===== src/rtl/max7219_rx.sv =====
// MAX7219 cascade receiver: decodes the SPI/LOAD stream sent to a chain of
// MAX7219 devices and mirrors each device's register file on the outputs.
module max7219_rx #(
    parameter int unsigned CHAIN = 2
) (
    input  logic                  clk,
    input  logic                  rst,
    input  logic                  sck,
    input  logic                  mosi,
    input  logic                  cs,
    output logic [64*CHAIN-1:0]   pixels,
    output logic [8*CHAIN-1:0]    decode,
    output logic [4*CHAIN-1:0]    intensity,
    output logic [3*CHAIN-1:0]    scan_limit,
    output logic [CHAIN-1:0]      shutdown_n,
    output logic [CHAIN-1:0]      test,
    output logic                  frame_done,
    output logic                  frame_err
);

    localparam int unsigned FRAME_BITS = 16 * CHAIN;
    localparam int unsigned CNT_MAX    = FRAME_BITS + 1;
    localparam int unsigned CNT_W      = $clog2(CNT_MAX + 1);

    typedef enum logic [1:0] {
        S_IDLE  = 2'd0,
        S_SHIFT = 2'd1,
        S_LATCH = 2'd2
    } state_t;

    state_t state;
    state_t state_nxt;

    logic sck_meta, sck_sync, sck_prev;
    logic mosi_meta, mosi_sync;
    logic cs_meta, cs_sync, cs_prev;

    logic sck_rise_c;
    logic cs_fall_c;
    logic cs_rise_c;

    logic clr_cnt_c;
    logic shift_en_c;
    logic latch_ok_c;
    logic latch_err_c;

    logic [FRAME_BITS-1:0] shreg;
    logic [CNT_W-1:0]      bit_cnt;

    logic [64*CHAIN-1:0] pixels_nxt;
    logic [8*CHAIN-1:0]  decode_nxt;
    logic [4*CHAIN-1:0]  intensity_nxt;
    logic [3*CHAIN-1:0]  scan_limit_nxt;
    logic [CHAIN-1:0]    shutdown_n_nxt;
    logic [CHAIN-1:0]    test_nxt;
    logic [3:0]          addr;
    logic [7:0]          data;

    // Two-flop synchronizers plus a delayed copy for edge detection; idle
    // levels (cs high, sck low) are restored by reset so no false edge appears.
    always_ff @(posedge clk) begin
        if (rst) begin
            sck_meta  <= 1'b0;
            sck_sync  <= 1'b0;
            sck_prev  <= 1'b0;
            mosi_meta <= 1'b0;
            mosi_sync <= 1'b0;
            cs_meta   <= 1'b1;
            cs_sync   <= 1'b1;
            cs_prev   <= 1'b1;
        end else begin
            sck_meta  <= sck;
            sck_sync  <= sck_meta;
            sck_prev  <= sck_sync;
            mosi_meta <= mosi;
            mosi_sync <= mosi_meta;
            cs_meta   <= cs;
            cs_sync   <= cs_meta;
            cs_prev   <= cs_sync;
        end
    end

    // Edge strobes on the synchronized domain.
    assign sck_rise_c = sck_sync & ~sck_prev;
    assign cs_fall_c  = ~cs_sync & cs_prev;
    assign cs_rise_c  = cs_sync & ~cs_prev;

    // FSM state register.
    always_ff @(posedge clk) begin
        if (rst) begin
            state <= S_IDLE;
        end else begin
            state <= state_nxt;
        end
    end

    // FSM next-state and control strobes.
    always_comb begin
        state_nxt   = state;
        clr_cnt_c   = 1'b0;
        shift_en_c  = 1'b0;
        latch_ok_c  = 1'b0;
        latch_err_c = 1'b0;
        case (state)
            S_IDLE: begin
                if (cs_fall_c) begin
                    state_nxt = S_SHIFT;
                    clr_cnt_c = 1'b1;
                end
            end
            S_SHIFT: begin
                shift_en_c = sck_rise_c;
                if (cs_rise_c) begin
                    state_nxt = S_LATCH;
                end
            end
            S_LATCH: begin
                latch_ok_c  = (bit_cnt == CNT_W'(FRAME_BITS));
                latch_err_c = (bit_cnt != '0) && (bit_cnt != CNT_W'(FRAME_BITS));
                // A new frame may already be starting while we latch.
                if (cs_fall_c) begin
                    state_nxt = S_SHIFT;
                    clr_cnt_c = 1'b1;
                end else begin
                    state_nxt = S_IDLE;
                end
            end
            default: begin
                state_nxt = S_IDLE;
            end
        endcase
    end

    // Shift register and saturating bit counter.
    always_ff @(posedge clk) begin
        if (rst) begin
            shreg   <= '0;
            bit_cnt <= '0;
        end else begin
            if (clr_cnt_c) begin
                bit_cnt <= '0;
            end else if (shift_en_c && (bit_cnt != CNT_W'(CNT_MAX))) begin
                bit_cnt <= bit_cnt + CNT_W'(1);
            end
            if (shift_en_c) begin
                shreg <= FRAME_BITS'({shreg, mosi_sync});
            end
        end
    end

    // Word decode: word k of the shift register targets device k.
    always_comb begin
        pixels_nxt     = pixels;
        decode_nxt     = decode;
        intensity_nxt  = intensity;
        scan_limit_nxt = scan_limit;
        shutdown_n_nxt = shutdown_n;
        test_nxt       = test;
        addr           = 4'h0;
        data           = 8'h00;
        if (latch_ok_c) begin
            for (int unsigned k = 0; k < CHAIN; k++) begin
                addr = shreg[k*16 + 8 +: 4];
                data = shreg[k*16 +: 8];
                case (addr)
                    4'h1, 4'h2, 4'h3, 4'h4, 4'h5, 4'h6, 4'h7, 4'h8: begin
                        pixels_nxt[k*64 + (32'(addr) - 32'd1)*32'd8 +: 8] = data;
                    end
                    4'h9: decode_nxt[k*8 +: 8]     = data;
                    4'hA: intensity_nxt[k*4 +: 4]  = data[3:0];
                    4'hB: scan_limit_nxt[k*3 +: 3] = data[2:0];
                    4'hC: shutdown_n_nxt[k]        = data[0];
                    4'hF: test_nxt[k]              = data[0];
                    default: begin
                    end
                endcase
            end
        end
    end

    // Registered outputs and one-cycle frame pulses.
    always_ff @(posedge clk) begin
        if (rst) begin
            pixels     <= '0;
            decode     <= '0;
            intensity  <= '0;
            scan_limit <= '0;
            shutdown_n <= '0;
            test       <= '0;
            frame_done <= 1'b0;
            frame_err  <= 1'b0;
        end else begin
            pixels     <= pixels_nxt;
            decode     <= decode_nxt;
            intensity  <= intensity_nxt;
            scan_limit <= scan_limit_nxt;
            shutdown_n <= shutdown_n_nxt;
            test       <= test_nxt;
            frame_done <= latch_ok_c;
            frame_err  <= latch_err_c;
        end
    end

endmodule


===== config.mk =====
export PLATFORM = sky130hd
export DESIGN_NAME = max7219_rx
export DESIGN_NICKNAME = d
export VERILOG_FILES = /design/src/rtl/max7219_rx.sv
export SDC_FILE = /design/constraint.sdc
export NUM_CORES = 1
export LEC_CHECK = 0
export CAP_MARGIN = 20
export CORE_MARGIN = 10
export CORE_UTILIZATION = 25
export DETAILED_ROUTE_END_ITERATION = 10
export HOLD_SLACK_MARGIN = 0.15
export PLACE_DENSITY = 0.43
export SETUP_SLACK_MARGIN = 0.02
export SLEW_MARGIN = 20
export SYNTH_ARGS = -nofsm -noshare
export SYNTH_HDL_FRONTEND = slang
export SYNTH_SLANG_ARGS = --single-unit
export TNS_END_PERCENT = 20

===== constraint.sdc =====
create_clock -name clk -period 11.88 [get_ports clk]
set_input_delay 2.97 -clock clk [delete_from_list [all_inputs] [get_ports clk]]
set_output_delay 2.97 -clock clk [all_outputs]
set_load 0.03 [all_outputs]

### Word level (Yosys, flattened, before mapping)

Cells that the tools add are included.

* bits in registers: 208
* input bits: 5
* output and inout bits: 164
* word-level logic and storage cells: 107

* add/sub/neg operators: 6
* eq/ne operators: 33
* shift operators: 4
* multiplexer cells: 13
* bitwise operators: 7
* reduce and logical (&&, ||, !) cells: 20

Operators with widths (count)
* 128-bit two-way mux: 3
* 128-bit bitwise mux: 2
* 8-bit by 34-bit variable shift with 128-bit output (first input constant): 2
* 8-bit by 34-bit indexed part select with 128-bit output: 2
* 32-bit negation with 34-bit output: 2
* 4-bit == test (second input constant): 12
* 4-bit by 3-bit == test with 1-bit output (second input constant): 8
* 2-bit AND reduction: 11
* 4-bit by 2-bit == test with 1-bit output (second input constant): 4
* 8-bit OR reduction: 2
* 6-bit != test (second input constant): 2
* 4-bit by 1-bit subtractor with 5-bit output (second input constant): 2
* 8-bit by 8-bit adder with 9-bit output (first input constant): 1
* 4-bit by 1-bit == test with 1-bit output (second input constant): 2
* 6-bit by 1-bit adder with 6-bit output (second input constant): 1
* 6-bit == test (second input constant): 1
* 2-bit one-hot mux with 3 select lines: 1
* 6-bit nonzero test: 1
* 2-bit OR reduction: 3
* 1-bit two-way mux: 5
* 2-bit two-way mux: 2
* 2-bit != test (second input constant): 2
* 1-bit NOT: 4
* 1-bit bitwise AND: 3
* 4 further kinds: 5

### Depth between registers and ports, before layout

* word-level depth: 8
* depth in mapped cells: 18

### Worst setup path before layout

No wires, ideal clock.

* path kind: input -> register
* from: input rst
* to: register pixels[45]
* library setup time: 83 ps
* arrival: 3928 ps
* required time: 11797 ps
* path slack: 7870 ps
* stages: 7
* buffers on the path: 2
* cell sequence: inv_1 -> nand2_1 -> clkbuf_1 -> inv_1 -> clkbuf_1 -> nand2_1 -> o221ai_1

RTL lines
* start: declaration: RTL line 7 `input logic rst,`
* end signal: assignment: RTL line 193 `pixels <= pixels_nxt;`
* end: declaration: RTL line 11 `output logic [64*CHAIN-1:0] pixels,`

### Worst setup path after layout

* from: register shreg[24]
* to: register pixels[1]

* cells in the longest elaborated chain, start to end: 6

RTL lines
* start: declaration: RTL line 47 `logic [FRAME_BITS-1:0] shreg;`
* start signal: assignment: RTL line 146 `shreg <= FRAME_BITS'({shreg, mosi_sync});`
* 4-bit by 1-bit subtractor with 5-bit output: RTL line 167 `pixels_nxt[k*64 + (32'(addr) - 32'd1)*32'd8 +: 8] = data;`
* 8-bit by 8-bit adder with 9-bit output: RTL line 167
* 32-bit negation with 34-bit output: RTL line 167
* 8-bit by 34-bit indexed part select with 128-bit output or 8-bit by 34-bit variable shift with 128-bit output (tied branches): RTL line 167
* 128-bit bitwise mux: RTL line 167
* 128-bit two-way mux (*): RTL line 165 `case (addr)`

Mark *: on every way between the ends. The rest lies on a longest branch, timed or not.
A chain may end at the register's enable or synchronous reset.

==> flow_metrics.tcl <==
set metrics [dict create \
    timing.final.ws_setup_ns 7.118 \
    status "completed" \
    cap_violations 0 \
    synth_cell_type_count 94 \
    post_cts_hold_buffer_count 0 \
    critical_path_source "shreg[24]" \
    rr_startpoint "shreg[24]" \
    cp.arrival_ns 5.13 \
    timing.final.max_slew_violations 0 \
    relSlewSlack_pct 27.28 \
    largest_net_degree_at_the_start_of_global_routing 90 \
    final_nets 1519 \
    critPathCaptureType "register" \
    routed_wire_length_per_instance_um 23.02 \
    track_usage_pct 17.20 \
    cts-resized-gates 0 \
    core_region_area_um2 44320 \
    antenna_found_initial 0 \
    worst-setup-path-type "register to register" \
    yosys_reg_bits 208 \
    detail_route.first_pass.iterations 6 \
    p_leak_nw 4.813 \
    placementRows 77 \
    clkTransAtPathRegs_ns 0.06 \
    antenna_cells_inserted 0 \
    synth-async-reset-ratio_pct 0 \
    fp.dieH_um 232.2 \
    final.setup.tns_ns 0 \
    die_w_um 232.2 \
    area_growth_pct 26.43 \
    clock_skew_ns 0.01749 \
    tritoncts "yes" \
    clock_path_buffers 3 \
    finalHoldViolCount 0 \
    floorplan.io_pins 169 \
    synth_nets 1408 \
    grt_pass1_wl_um 71330 \
    synth_sequential_area_ratio_pct 37.01 \
    worstMarginPinSlew_ns 1.090 \
    number_of_buffers_inserted_during_clock_tree_synthesis 25 \
    synth-warning-count 0 \
    hpwlAfterDp_um 35000 \
    clock-root-buffer "sky130_fd_sc_hd__clkbuf_16" \
    setup_repair_after_global_routing_missed_its_margin "no" \
    timing.final.crit_period_ns 4.762 \
    setup.worst_path.start_class "register" \
    route.detailed.drc 0 \
    via_per_inst 5.278 \
    postRouteWirelength_um 48180 \
    timing.final.setup_violations 0 \
    ctsHtreeMaxLevel 1 \
    dominantRegCellSynth "sky130_fd_sc_hd__dfxtp_1" \
    drt-initial-drc-count 1004 \
    pre_cts_ws_ns 6.901 \
    peakVddDrop_v 0.00009254 \
    netlist.top_cell.by_area "sky130_fd_sc_hd__dfxtp_1" \
    postCtsSetupBuffers 0 \
    synth.top_cells.by_area "sky130_fd_sc_hd__dfxtp_1, sky130_fd_sc_hd__nand2_1, sky130_fd_sc_hd__nor2_1" \
    routed-via-count 11047 \
    hold_path_origin "cs_meta" \
    critical_path.max_fanout 12 \
    synth_largest_type_area_fraction_pct 37.01 \
    achievable-frequency_mhz 210.0 \
    start_util_pct 25.39 \
    antenna_violating_nets_post_route 0 \
    numPortBuffers 168 \
    share_of_the_clock_period_used_by_the_worst_path_pct 40.08 \
    gr-total-overflow 0 \
    global_placement_routability_congestion 0.9147 \
    drive_gt1_share_pct 8.594 \
    netlist_instances 1371 \
    power-per-cell-area_nw_per_um2 109.2 \
    post_synth.cell_area_avg_um2 8.207 \
    edff_count_synth 0 \
    worstPathRequired_ns 12.25 \
    number_of_global_route_vias_before_repair 10542 \
    number_of_sinks_on_the_clock_net 208 \
    synth.cell_area_um2 11250 \
    timing.hold.worst.class "register to register" \
    dieArea_um2 53890 \
    clk_latency_ns 0.54 \
]
-- routing by layer --
layer	part of all wire [%]	vias to the layer above	wire length [um]	track usage, %
met3	7.7	75	3734	3.946
li1	-	5200	-	-
met5	0	-	0	0
met1	45	5318	21790	23.58
met2	44	454	21230	26.21
met4	3.0	0	1429	5.207
-- placed cells by master, fill, tap and decap left out, types with 9 or more instances in the layout --
master	count
sky130_fd_sc_hd__clkdlybuf4s50_1	167
sky130_fd_sc_hd__nand4_1	20
sky130_fd_sc_hd__clkbuf_16	25
sky130_fd_sc_hd__nor2_1	144
sky130_fd_sc_hd__mux2i_1	47
sky130_fd_sc_hd__and2_1	21
sky130_fd_sc_hd__o31ai_1	16
sky130_fd_sc_hd__o211ai_1	21
sky130_fd_sc_hd__dfxtp_1	208
sky130_fd_sc_hd__or3_1	10
sky130_fd_sc_hd__nand2_1	196
sky130_fd_sc_hd__buf_4	19
sky130_fd_sc_hd__a211oi_1	32
sky130_fd_sc_hd__o21ai_0	54
sky130_fd_sc_hd__inv_1	29
sky130_fd_sc_hd__o221ai_1	9
sky130_fd_sc_hd__nor3_1	28
sky130_fd_sc_hd__a21oi_1	89
sky130_fd_sc_hd__ha_1	31
sky130_fd_sc_hd__nand2b_1	17
sky130_fd_sc_hd__nor2b_1	13
sky130_fd_sc_hd__nand3_1	58
sky130_fd_sc_hd__a31oi_1	29
-- synth_stat cells (11+ instances only) --
master and count:
sky130_fd_sc_hd__inv_1 29, sky130_fd_sc_hd__a31oi_1 29, sky130_fd_sc_hd__nand3_1 59, sky130_fd_sc_hd__nor2_1 144
sky130_fd_sc_hd__nand4_1 20, sky130_fd_sc_hd__clkbuf_1 59, sky130_fd_sc_hd__nand2_1 196, sky130_fd_sc_hd__mux2i_1 47
sky130_fd_sc_hd__o211ai_1 21, sky130_fd_sc_hd__o31ai_1 16, sky130_fd_sc_hd__buf_1 11, sky130_fd_sc_hd__and2_1 21
sky130_fd_sc_hd__nor3_1 29, sky130_fd_sc_hd__dfxtp_1 208, sky130_fd_sc_hd__a211oi_1 32, sky130_fd_sc_hd__ha_1 31
sky130_fd_sc_hd__nor2b_1 13, sky130_fd_sc_hd__o21ai_0 54, sky130_fd_sc_hd__a21oi_1 89, sky130_fd_sc_hd__buf_2 20
sky130_fd_sc_hd__nand2b_1 17
-- final timing paths --
path / to / slack [ns] / cells after the start
max: pixels[1] / 7.12 / 14
min: cs_sync / 0.41 / 1
max reg2reg: pixels[1] / 7.12 / 14
min reg2reg: cs_sync / 0.41 / 1
-- state kept, by name, summed over array words and instances, names as in the netlist, 2 cells and up --
name	cells
test	2
bit_cnt	6
intensity	8
decode	16
scan_limit	6
state	2
pixels	128
shutdown_n	2
shreg	28
-- logic make-up after synthesis --
kind of cell    Yosys count  synth area share (%)
buf+inv                 132                 5.115
simple gates            578                 25.10
fa+ha+maj                32                 3.625
flops                   208                 37.01
compound gates          358                 23.31
xor+xnor                 12                 1.268
mux                      51                 4.581
-- stage by stage --
stage	hold WS (ns)	std cells	utilization, %	power [mW]	instance area [um2]
CTS	0.4157	2092	32.06	1.581	14210
global route	0.4295	2093	32.10	1.613	14230
floorplan	0.3895	1371	-	0.7541	11250
detailed placement	0.3980	2046	30.13	0.7735	13350
global placement	0.3967	2045	30.10	0.7734	13340
finish	0.4112	2093	32.10	1.554	14230
-- power breakdown --
part | internal [mW] | total, mW | switching [mW]
logic | 0.0173 | 0.0495 | 0.0322
registers | 0.704 | 0.709 | 0.00481
clock network | 0.484 | 0.795 | 0.312
-- cell type report --
type                            instances  area, um2
Clock buffer                           34      709.4
Clock inverter                         12      145.1
Fill cell                            4720      30090
Inverter                               29      108.9
Multi-Input combinational cell       1031       6536
Sequential cell                       208       4164
Tap cell                              592      740.7
Timing Repair Buffer                  187       1822
-- critical path: stages, from the launching register on --
cell and delay (ns):
sky130_fd_sc_hd__dfxtp_1 0.62, sky130_fd_sc_hd__inv_1 0.22, sky130_fd_sc_hd__ha_1 0.38, sky130_fd_sc_hd__nand2b_1 0.21, sky130_fd_sc_hd__nor2_1 0.12, sky130_fd_sc_hd__ha_1 0.34, sky130_fd_sc_hd__nor3_1 0.34, sky130_fd_sc_hd__nand2_1 0.11
sky130_fd_sc_hd__ha_1 0.31, sky130_fd_sc_hd__nor4bb_1 0.32, sky130_fd_sc_hd__nand3b_1 0.12, sky130_fd_sc_hd__nor4_1 0.24, sky130_fd_sc_hd__o2111ai_1 0.58, sky130_fd_sc_hd__nand2_1 0.53, sky130_fd_sc_hd__o22ai_1 0.16
Note: power is estimated with default switching activity, not from simulation.
